### src/rtl/joypad_ctrl_if.sv
// Peripheral bus interface shared by the memory-mapped blocks.
// The CPU side drives address, write data and strobes; the peripheral
// returns read data combinationally in the same cycle.
interface Bus_if;
  logic [15:0] addr;
  logic [7:0]  wdata;
  logic        write_en;
  logic        read_en;
  logic [7:0]  rdata;

  modport Peripheral_side (
    input  addr,
    input  wdata,
    input  write_en,
    input  read_en,
    output rdata
  );

  modport Host_side (
    output addr,
    output wdata,
    output write_en,
    output read_en,
    input  rdata
  );
endinterface

### src/rtl/joypad_ctrl.sv
// Game Boy joypad controller (JOYP register).
// Raw buttons pass through a two-flop synchroniser and a per-button
// debouncer; the debounced state is folded into the active-low P14/P15
// matrix nibble. A falling bit in that nibble raises a one-cycle IRQ.
// Optional feature: define JOYPAD_DEBUG_EN to add a force register at
// DEBUG_ADDR that ORs injected presses into the effective button state.
module joypad_ctrl #(
  parameter logic [15:0] JOYP_ADDR       = 16'hFF00,
  parameter int          DEBOUNCE_CYCLES = 4,
  parameter logic [15:0] DEBUG_ADDR      = 16'hFF7F
) (
  input  logic           clk,
  input  logic           reset,
  input  logic [7:0]     buttons,
  Bus_if.Peripheral_side bus,
  output logic           irq_joypad
);

  localparam int CNT_W = $clog2(DEBOUNCE_CYCLES + 1);
  localparam logic [CNT_W-1:0] CNT_LAST = CNT_W'(DEBOUNCE_CYCLES - 1);

  logic [7:0]       sync1_q;
  logic [7:0]       sync_q;
  logic [7:0]       deb_q, deb_d;
  logic [CNT_W-1:0] cnt_q [8];
  logic [CNT_W-1:0] cnt_d [8];
  logic [1:0]       sel_q, sel_d;
  logic [3:0]       prev_n_q, prev_n_d;
  logic             irq_q, irq_d;
  logic [7:0]       eff;
  logic [3:0]       n;

`ifdef JOYPAD_DEBUG_EN
  logic [7:0]       force_q, force_d;

  // Debug force register: software-visible injected presses.
  always_comb begin
    force_d = force_q;
    if (bus.write_en && bus.addr == DEBUG_ADDR) force_d = bus.wdata;
  end

  // Force register storage.
  always_ff @(posedge clk or posedge reset) begin
    if (reset) force_q <= 8'h00;
    else       force_q <= force_d;
  end

  assign eff = deb_q | force_q;
`else
  // Only wdata[5:4] matter when the debug register is absent.
  logic unused_wdata;
  assign unused_wdata = ^{bus.wdata[7:6], bus.wdata[3:0]};
  assign eff = deb_q;
`endif

  // Two-flop synchroniser for the asynchronous button levels.
  always_ff @(posedge clk or posedge reset) begin
    if (reset) begin
      sync1_q <= 8'h00;
      sync_q  <= 8'h00;
    end else begin
      // NOTE: non-blocking assignments let every flop sample the pre-edge
      // value, so the two stages really form a two-cycle pipeline.
      sync1_q <= buttons;
      sync_q  <= sync1_q;
    end
  end

  // Debounce: count consecutive disagreeing samples, accept on the last one.
  always_comb begin
    // NOTE: default every combinational output first so no path leaves a
    // signal unassigned, which would otherwise infer a latch.
    deb_d = deb_q;
    for (int i = 0; i < 8; i++) begin
      cnt_d[i] = '0;
      if (sync_q[i] != deb_q[i]) begin
        if (cnt_q[i] == CNT_LAST) deb_d[i] = sync_q[i];
        else                      cnt_d[i] = cnt_q[i] + CNT_W'(1);
      end
    end
  end

  // Select bits are the only writable part of JOYP.
  always_comb begin
    sel_d = sel_q;
    if (bus.write_en && bus.addr == JOYP_ADDR) sel_d = bus.wdata[5:4];
  end

  // Active-low matrix nibble: a low select line exposes its button group.
  always_comb begin
    n = ~(({4{~sel_q[0]}} & eff[3:0]) | ({4{~sel_q[1]}} & eff[7:4]));
  end

  // Interrupt on any 1->0 transition of the nibble since the last cycle.
  always_comb begin
    prev_n_d = n;
    irq_d    = |(prev_n_q & ~n);
  end

  // State registers for debounce, select and interrupt tracking.
  always_ff @(posedge clk or posedge reset) begin
    if (reset) begin
      deb_q    <= 8'h00;
      sel_q    <= 2'b11;
      prev_n_q <= 4'hF;
      irq_q    <= 1'b0;
      for (int i = 0; i < 8; i++) cnt_q[i] <= '0;
    end else begin
      deb_q    <= deb_d;
      sel_q    <= sel_d;
      prev_n_q <= prev_n_d;
      irq_q    <= irq_d;
      for (int i = 0; i < 8; i++) cnt_q[i] <= cnt_d[i];
    end
  end

  // Combinational read mux; unmapped addresses float high.
  always_comb begin
    bus.rdata = 8'hFF;
    if (bus.read_en && bus.addr == JOYP_ADDR) begin
      bus.rdata = {2'b11, sel_q, n};
    end
`ifdef JOYPAD_DEBUG_EN
    else if (bus.read_en && bus.addr == DEBUG_ADDR) begin
      bus.rdata = eff;
    end
`else
    else if (bus.read_en && bus.addr == DEBUG_ADDR) begin
      bus.rdata = 8'hFF;
    end
`endif
  end

  assign irq_joypad = irq_q;

endmodule

### src/flat_wrapper.sv
// flat-port wrapper written by rule: the top's interface ports become plain ports
module joypad_ctrl_flat 
#(
  parameter logic [15:0] JOYP_ADDR       = 16'hFF00,
  parameter int          DEBOUNCE_CYCLES = 4,
  parameter logic [15:0] DEBUG_ADDR      = 16'hFF7F
)
  (clk, reset, buttons, irq_joypad, bus_addr, bus_wdata, bus_write_en, bus_read_en, bus_rdata);
  Bus_if bus_i ();
  input  logic clk;
  input  logic reset;
  input  logic [7:0] buttons;
  output logic irq_joypad;
  input wire logic [$bits(bus_i.addr)-1:0] bus_addr;
  input wire logic [$bits(bus_i.wdata)-1:0] bus_wdata;
  input wire logic [$bits(bus_i.write_en)-1:0] bus_write_en;
  input wire logic [$bits(bus_i.read_en)-1:0] bus_read_en;
  output wire logic [$bits(bus_i.rdata)-1:0] bus_rdata;
  assign bus_i.addr = bus_addr;
  assign bus_i.wdata = bus_wdata;
  assign bus_i.write_en = bus_write_en;
  assign bus_i.read_en = bus_read_en;
  assign bus_rdata = bus_i.rdata;
  joypad_ctrl #(.JOYP_ADDR(JOYP_ADDR), .DEBOUNCE_CYCLES(DEBOUNCE_CYCLES), .DEBUG_ADDR(DEBUG_ADDR)) u_core (.clk(clk), .reset(reset), .buttons(buttons), .bus(bus_i), .irq_joypad(irq_joypad));
endmodule
### config.mk
export PLATFORM = sky130hd
export DESIGN_NAME = joypad_ctrl_flat
export DESIGN_NICKNAME = d
export VERILOG_FILES = /design/src/rtl/joypad_ctrl_if.sv /design/src/rtl/joypad_ctrl.sv /design/src/flat_wrapper.sv
export SDC_FILE = /design/constraint.sdc
export NUM_CORES = 1
export LEC_CHECK = 0
export CAP_MARGIN = 20
export CORE_MARGIN = 10
export CORE_UTILIZATION = 53
export CTS_CLUSTER_SIZE = 25
export DETAILED_ROUTE_END_ITERATION = 16
export PLACE_DENSITY = 0.86
export SLEW_MARGIN = 20
export SYNTH_ARGS = -nofsm -noshare
export SYNTH_HDL_FRONTEND = slang
export SYNTH_SLANG_ARGS = --single-unit
### constraint.sdc
create_clock -name clk -period 7.5 [get_ports clk]
set_input_delay 2.25 -clock clk [delete_from_list [all_inputs] [get_ports clk]]
set_output_delay 2.25 -clock clk [all_outputs]
set_load 0.03 [all_outputs]
After elaboration in Yosys (flattened, before gate mapping)
Cells that the tools add are included.

Add/sub/neg operators: 8. Eq/ne operators: 17. Mux-type cells: 17. Bitwise gates (word level): 8. Reductions and logical operators: 11.

Operators by type and width (number): two-way mux 3 bit (16); adder 3 x 1 -> 3 bit, second input constant (8); equality test 3 x 2 -> 1 bit, second input constant (8); equality test 16 bit, second input constant (1); AND reduction 2 bit (8); AND 4 bit (3); inequality test 1 bit (8); NOT 4 bit (2); two-way mux 6 bit (1); bitwise OR 4 bit (1); OR reduction 4 bit (1); logical AND 1 bit (2); NOT 1 bit (2).

Register bits after elaboration: 55. Input port bits: 36. Output and inout bits: 9. Word-level logic and storage cells: 82.

Longest topological paths before layout
Gate-level depths: netlist of run 1.

Depth after elaboration: 7. Gate-level depth with buffers: 4. Gate-level depth less buffers: 4.

Worst setup path after synthesis of run 1
OpenSTA, ideal clock, no wires.

Kind: input to output. Start point: input port bus_addr[2]. End point: output port bus_rdata[4]. Arrival: 3.514 ns. Required time: 5.250 ns. Setup slack: 1.736 ns. Cell stages on the path: 4. Path buffers: 0. Cell sequence: or4b_1 -> nor4_1 -> and2_0 -> nand2b_1.

Word-level cells in the longest chain between the ends: 3.

Ends and longest elaborated chain: from (decl) (RTL line flat_wrapper.sv:14) `input wire logic [$bits(bus_i.addr)-1:0] bus_addr;`; equality test 16 bit (RTL line joypad_ctrl.sv:120) `if (bus.read_en && bus.addr == JOYP_ADDR) begin`; logical AND 1 bit (RTL line joypad_ctrl.sv:120); two-way mux 6 bit (RTL line joypad_ctrl.sv:120); to (decl) (RTL line flat_wrapper.sv:18) `output wire logic [$bits(bus_i.rdata)-1:0] bus_rdata;`.

Every way passes these cells.

Worst setup path in the final report of run 1
Start point: input port bus_addr[1]. End point: output port bus_rdata[0].

The elaborated chain is that of the path after synthesis.

==> results of run 1 <==
## layer usage
| layer | routed length, µm | GRT usage, % | up-vias |
|---|---|---|---|
| met3 | 270 | 5.832 | 7 |
| met2 | 1993 | 23.02 | 37 |
| met1 | 1486 | 13.35 | 627 |
| met5 | 0 | 0 | - |
| met4 | 63 | 4.082 | 0 |
| li1 | - | - | 591 |
## per-stage QoR
step                      hold WS (ps)  cell area, µm²  total power [mW]  instances  util, %
after floorplan                  331.2            2067            0.5553        154        -
after global placement           331.5            2472            0.5929        236    66.53
after detailed placement         334.7            2472            0.6237        236    66.53
after CTS                        354.8            2579            0.8111        244    69.39
after global routing             360.5            2580            0.8596        244    69.43
final                            351.3            2580            0.8023        244    69.43
## final timing paths
check                      slack [ps]                 to  cells after the start
setup / recovery                  670       bus_rdata[0]                      6
hold / removal                    350   u_core.sync_q[3]                      0
setup reg to reg                 6270    u_core.deb_q[2]                      3
hold reg to reg                   350   u_core.sync_q[3]                      0
max in group asynchronous        4550    u_core.cnt_q[3]                      2
min in group asynchronous        2430  u_core.sync1_q[3]                      2
## flip-flops by register name, indices dropped and copies added (netlist names)
register / count
u_core.cnt_q: 24
u_core.deb_q: 8
u_core.sync1_q: 8
u_core.sync_q: 8
u_core.prev_n_q: 4
u_core.sel_q: 2
u_core.irq_joypad: 1
## area by class of cell
cell class                      instances  share of cell area, %
Sequential cell                        55                  53.64
Multi-Input combinational cell         84                  24.01
Timing Repair Buffer                   36                  13.97
Clock buffer                            7                  2.958
Tap cell                               48                  2.328
Inverter                               13                  1.940
Clock inverter                          1                  1.164
## logic make-up after synthesis
kind of cell	count (synthesis)	share of synthesized area, %
adder cells (fa/ha/maj)	8	4.852
multiplexers	7	3.820
flip-flops	55	67.07
buffers and inverters	15	3.093
AND/OR/NAND/NOR	50	14.92
XOR/XNOR	8	3.396
other	1	0.1818
AO/OA/AOI/OAI	9	2.668
## cell usage after synthesis (2+ instances only)
| library cell | number |
|---|---|
| dfrtp_1 | 49 |
| nor3_1 | 7 |
| o21ai_0 | 3 |
| o22ai_1 | 4 |
| dfstp_2 | 6 |
| ha_1 | 8 |
| nand2b_1 | 3 |
| nor3b_1 | 10 |
| nor2b_1 | 13 |
| buf_4 | 2 |
| a22oi_1 | 2 |
| mux2_2 | 5 |
| mux2_1 | 2 |
| xnor2_1 | 8 |
| nor4_1 | 2 |
| inv_1 | 13 |
| nand2_1 | 9 |
## power breakdown
group	leakage [nW]	switching, mW	total [mW]	internal, mW
Clock	0.0524	0.0858	0.186	0.0998
Sequential	0.675	0.0415	0.419	0.377
Combinational	0.437	0.0987	0.198	0.0995
Total	1.16	0.226	0.802	0.576
==> flow_summary.json, run 1 <==
{
  "ios": 45,
  "dpl_worst_slack_ps": 641.4,
  "grt_setup_unrepaired": "no",
  "end_kind": "output port",
  "regArea_um2": 1384,
  "rows": 22,
  "ant_nets": 0,
  "hold_violations": 0,
  "tns_ps": 0,
  "setup_viol": 0,
  "port_buffers": 36,
  "synth_area_leaders": "dfrtp_1 (59%), dfstp_2 (7.6%), ha_1 (4.9%)",
  "routed-via-count": 1262,
  "dp_hpwl_mm": 3.014,
  "crit_required_ps": 5250,
  "fmax_ghz": 0.1464,
  "critPathMaxFanout": 6,
  "fillers": 284,
  "root_buffer": "clkbuf_8",
  "slowest_delay_ps": 620,
  "cts_setup_buffers": 0,
  "grt_pass1_wl_mm": 6.651,
  "p_leak_nw": 1.164,
  "grt_pass1_vias": 1437,
  "final_nets": 239,
  "antenna_cells": 0,
  "synth_top_area_cell": "dfrtp_1",
  "cts_max_level": 2,
  "synthesis.area_um2": 2063,
  "multiInputGateArea_um2": 619.3,
  "syn_area_per_cell_um2": 13.49,
  "drt_iter0_drc": 94,
  "crit_top_cell": "clkdlybuf4s50_1",
  "final_cell_mix": "dfrtp_1 (49), clkdlybuf4s50_1 (36), nor2b_1 (13)",
  "routed_wl_mm": 3.813,
  "skew_ps": 6.228,
  "cts_tree": "done",
  "synth_edf_count": 0,
  "ys_seq_area_share_pct": 67.07,
  "netlist_instances": 153,
  "p_per_area_nw_per_um2": 311.0,
  "areaGrowthSynthToFinish_pct": 25.05,
  "clock_latency_ps": 300,
  "layout_commonest_cell": "dfrtp_1",
  "worstMarginPinSlew_ps": 893.1,
  "setup.worst_path.start": "bus_addr[1]",
  "cap_violations": 0,
  "drc_errors": 0,
  "cts.reportedPaths.clkPinSlew_ps": 90,
  "grt_use_total_pct": 12.96,
  "ys_warn_count": 0,
  "post_cts_resized": 0,
  "synth-seq-cells": 55,
  "wl_per_cell_um": 15.63,
  "arrival_ps": 4580,
  "cts.hold.buffers_added": 0,
  "hold_class": "reg2reg",
  "synth_top_area_share_pct": 59.43,
  "worstPathCellList": "clkdlybuf4s50_1 -> or4_4 -> nor4_1 -> and2_0 -> nand2_1 -> clkdlybuf4s50_1",
  "drive_gt1_share_pct": 9.694,
  "start_util_pct": 55.52,
  "cts_buffers": 5,
  "crit_type": "in2out",
  "finalCritPeriodShare_pct": 91.10,
  "cp_num_buf_inv": 2,
  "chipWidth_um": 82.39,
  "synthFlopType": "dfrtp_1",
  "grt_overflow_total": 0,
  "die_y_um": 82.39,
  "critPathSlowestCell": "clkdlybuf4s50_1",
  "critPathTopFamily": "simple AND/OR/NAND/NOR gates",
  "clock_path_buffers": 2,
  "grt_max_degree": 56,
  "synth_cell_types": 24,
  "critPathLaunchType": "input pin",
  "antenna_found_initial": 0,
  "die_area_um2": 6788,
  "finalCriticalPeriod_ps": 6833,
  "final.setup.worst_slack_ps": 667.5,
  "drt_first_pass_iters": 4,
  "viasPerCell": 5.172,
  "slew_viol_final": 0,
  "place_congestion": 0.7468,
  "clock_sinks": 55,
  "status": "complete, no violations",
  "ir_drop_mv": 0.1405,
  "r2r-start": "u_core.cnt_q[15]",
  "coreArea_um2": 3716,
  "slew_headroom_pct": 40.39,
  "async_reset_ff_share_pct": 100.0,
  "min_from": "u_core.sync1_q[3]"
}
No activity file was read; power rests on OpenSTA's default activity.
==> run 2, diff against run 1 <==
CORE_UTILIZATION = 44   (was 53)
PLACE_DENSITY = 0.77   (was 0.86)
clock period = 6.2 ns   (was 7.5 ns; I/O delays follow)
==> flow_summary.json, run 2 (same netlist as run 1, synthesis figures left out) <==
{
  "skew_ps": 5.643,
  "tns_ps": 0,
  "antenna_found_initial": 0,
  "finalCriticalPeriod_ps": 5992,
  "top_register": "u_core.cnt_q",
  "die_area_um2": 7828,
  "drive_gt1_share_pct": 10.15,
  "fmax_ghz": 0.1669,
  "hold_violations": 0,
  "slew_headroom_pct": 56.34,
  "grt_setup_unrepaired": "no",
  "die_y_um": 88.48,
  "slowest_delay_ps": 620,
  "cts.hold.buffers_added": 0,
  "cts_setup_buffers": 0,
  "clock_latency_ps": 290,
  "routed_wl_mm": 3.248,
  "drc_errors": 0,
  "cts_buffers": 5,
  "final_area_um2": 2566,
  "rr_worst_depth": 3,
  "cap_violations": 0,
  "slew_viol_final": 0,
  "grt_pass1_vias": 1317,
  "largest_reg_flops": 24,
  "ir_drop_mv": 0.1222,
  "holdWs_ps": 352.7,
  "p_leak_nw": 1.159,
  "final_nets": 240,
  "crit_required_ps": 4340,
  "worstPathCellList": "clkdlybuf4s50_1 -> or4_4 -> nor4_1 -> and2_0 -> nand2_1 -> clkdlybuf4s50_1",
  "post_cts_resized": 0,
  "critPathLaunchType": "input pin",
  "status": "complete, no violations",
  "grt_pass1_wl_mm": 5.678,
  "crit_top_cell": "clkdlybuf4s50_1",
  "arrival_ps": 4130,
  "grt_max_degree": 56,
  "holdPathStages": 0,
  "viasPerCell": 4.908,
  "routed-via-count": 1222,
  "drt_iter0_drc": 39,
  "layout_commonest_cell": "dfrtp_1",
  "ios": 45,
  "dpl_cell_area_um2": 2485,
  "p_per_area_nw_per_um2": 353.5,
  "ant_nets": 0,
  "worstMarginPinSlew_ps": 654.9,
  "setup_viol": 0,
  "cts_max_level": 2,
  "areaGrowthSynthToFinish_pct": 24.38,
  "start_util_pct": 46.42,
  "grt_use_total_pct": 9.404,
  "root_buffer": "clkbuf_8",
  "rows": 24,
  "final_cell_mix": "dfrtp_1 (49), clkdlybuf4s50_1 (36), nor2b_1 (13)",
  "clock_path_buffers": 2,
  "grt_overflow_total": 0,
  "wl_per_cell_um": 13.04,
  "place_congestion": 0.6920,
  "clock_sinks": 55,
  "drt_first_pass_iters": 4,
  "critPathMaxFanout": 6,
  "crit_type": "in2out",
  "coreArea_um2": 4444,
  "dp_hpwl_mm": 2.495,
  "hold_class": "reg2reg",
  "finalCritPeriodShare_pct": 96.65,
  "cts_tree": "done",
  "end_kind": "output port",
  "port_buffers": 36,
  "critPathSlowestCell": "clkdlybuf4s50_1",
  "antenna_cells": 0,
  "chipWidth_um": 88.48,
  "cts.reportedPaths.clkPinSlew_ps": 90
}
==> run 2: cell count changes in the layout (fill, tap and decap cells not counted) <==
cell	before	now
inv_2	0	1
bufinv_16	1	0
buf_4	0	1
==> run 2: metrics by stage <==
step / util (%) / std cells / total power [mW] / setup slack [ps]
finish: 57.74 / 249 / 0.9070 / 207.6
CTS: 57.74 / 249 / 0.9236 / 212.7
floorplan: - / 154 / 0.6717 / 1216
detailed placement: 55.91 / 241 / 0.7404 / 212.7
global route: 57.74 / 249 / 0.9836 / 53.83
global placement: 55.91 / 241 / 0.7255 / 211.4
==> run 2: final timing paths <==
kind                              startpoint                end  slack (ps)
max                              bus_addr[1]       bus_rdata[1]         210
min                        u_core.sync1_q[3]   u_core.sync_q[3]         350
min in group asynchronous              reset  u_core.sync1_q[1]        2050
max in group asynchronous              reset   u_core.cnt_q[21]        3720
min reg2reg                u_core.sync1_q[3]   u_core.sync_q[3]         350
max reg2reg                  u_core.cnt_q[3]    u_core.deb_q[6]        4980
==> run 2: layout make-up <==
| class | instances | area, µm² |
|---|---|---|
| fillers | 371 | 1878 |
| clock buffers | 7 | 76.32 |
| clock inverters | 1 | 5.005 |
| well taps | 52 | 65.06 |
| repair buffers | 37 | 367.9 |
| inverters | 13 | 48.80 |
| multi-input cells | 84 | 619.3 |
| flip-flops and latches | 55 | 1384 |
==> run 2: critical path, delay by kind of cell <==
family,cells,cell delay [ps]
buf+inv,2,1020
simple gates,4,1250
==> run 2: per-layer routing <==
metal  up-vias  share of wire (%)  routed length [µm]  track usage [%]
met5         -                  0                   0                0
met4         0                1.4                  46            4.405
met3         5                 12                 388            5.423
met2        41                 42                1366            13.73
met1       588                 45                1447            10.93
li1        588                  -                   -                -
==> run 2: report_power, final <==
part	switching, mW	leakage, nW	internal [mW]
logic	0.107	0.442	0.118
clock network	0.102	0.0422	0.0794
registers	0.0450	0.675	0.456
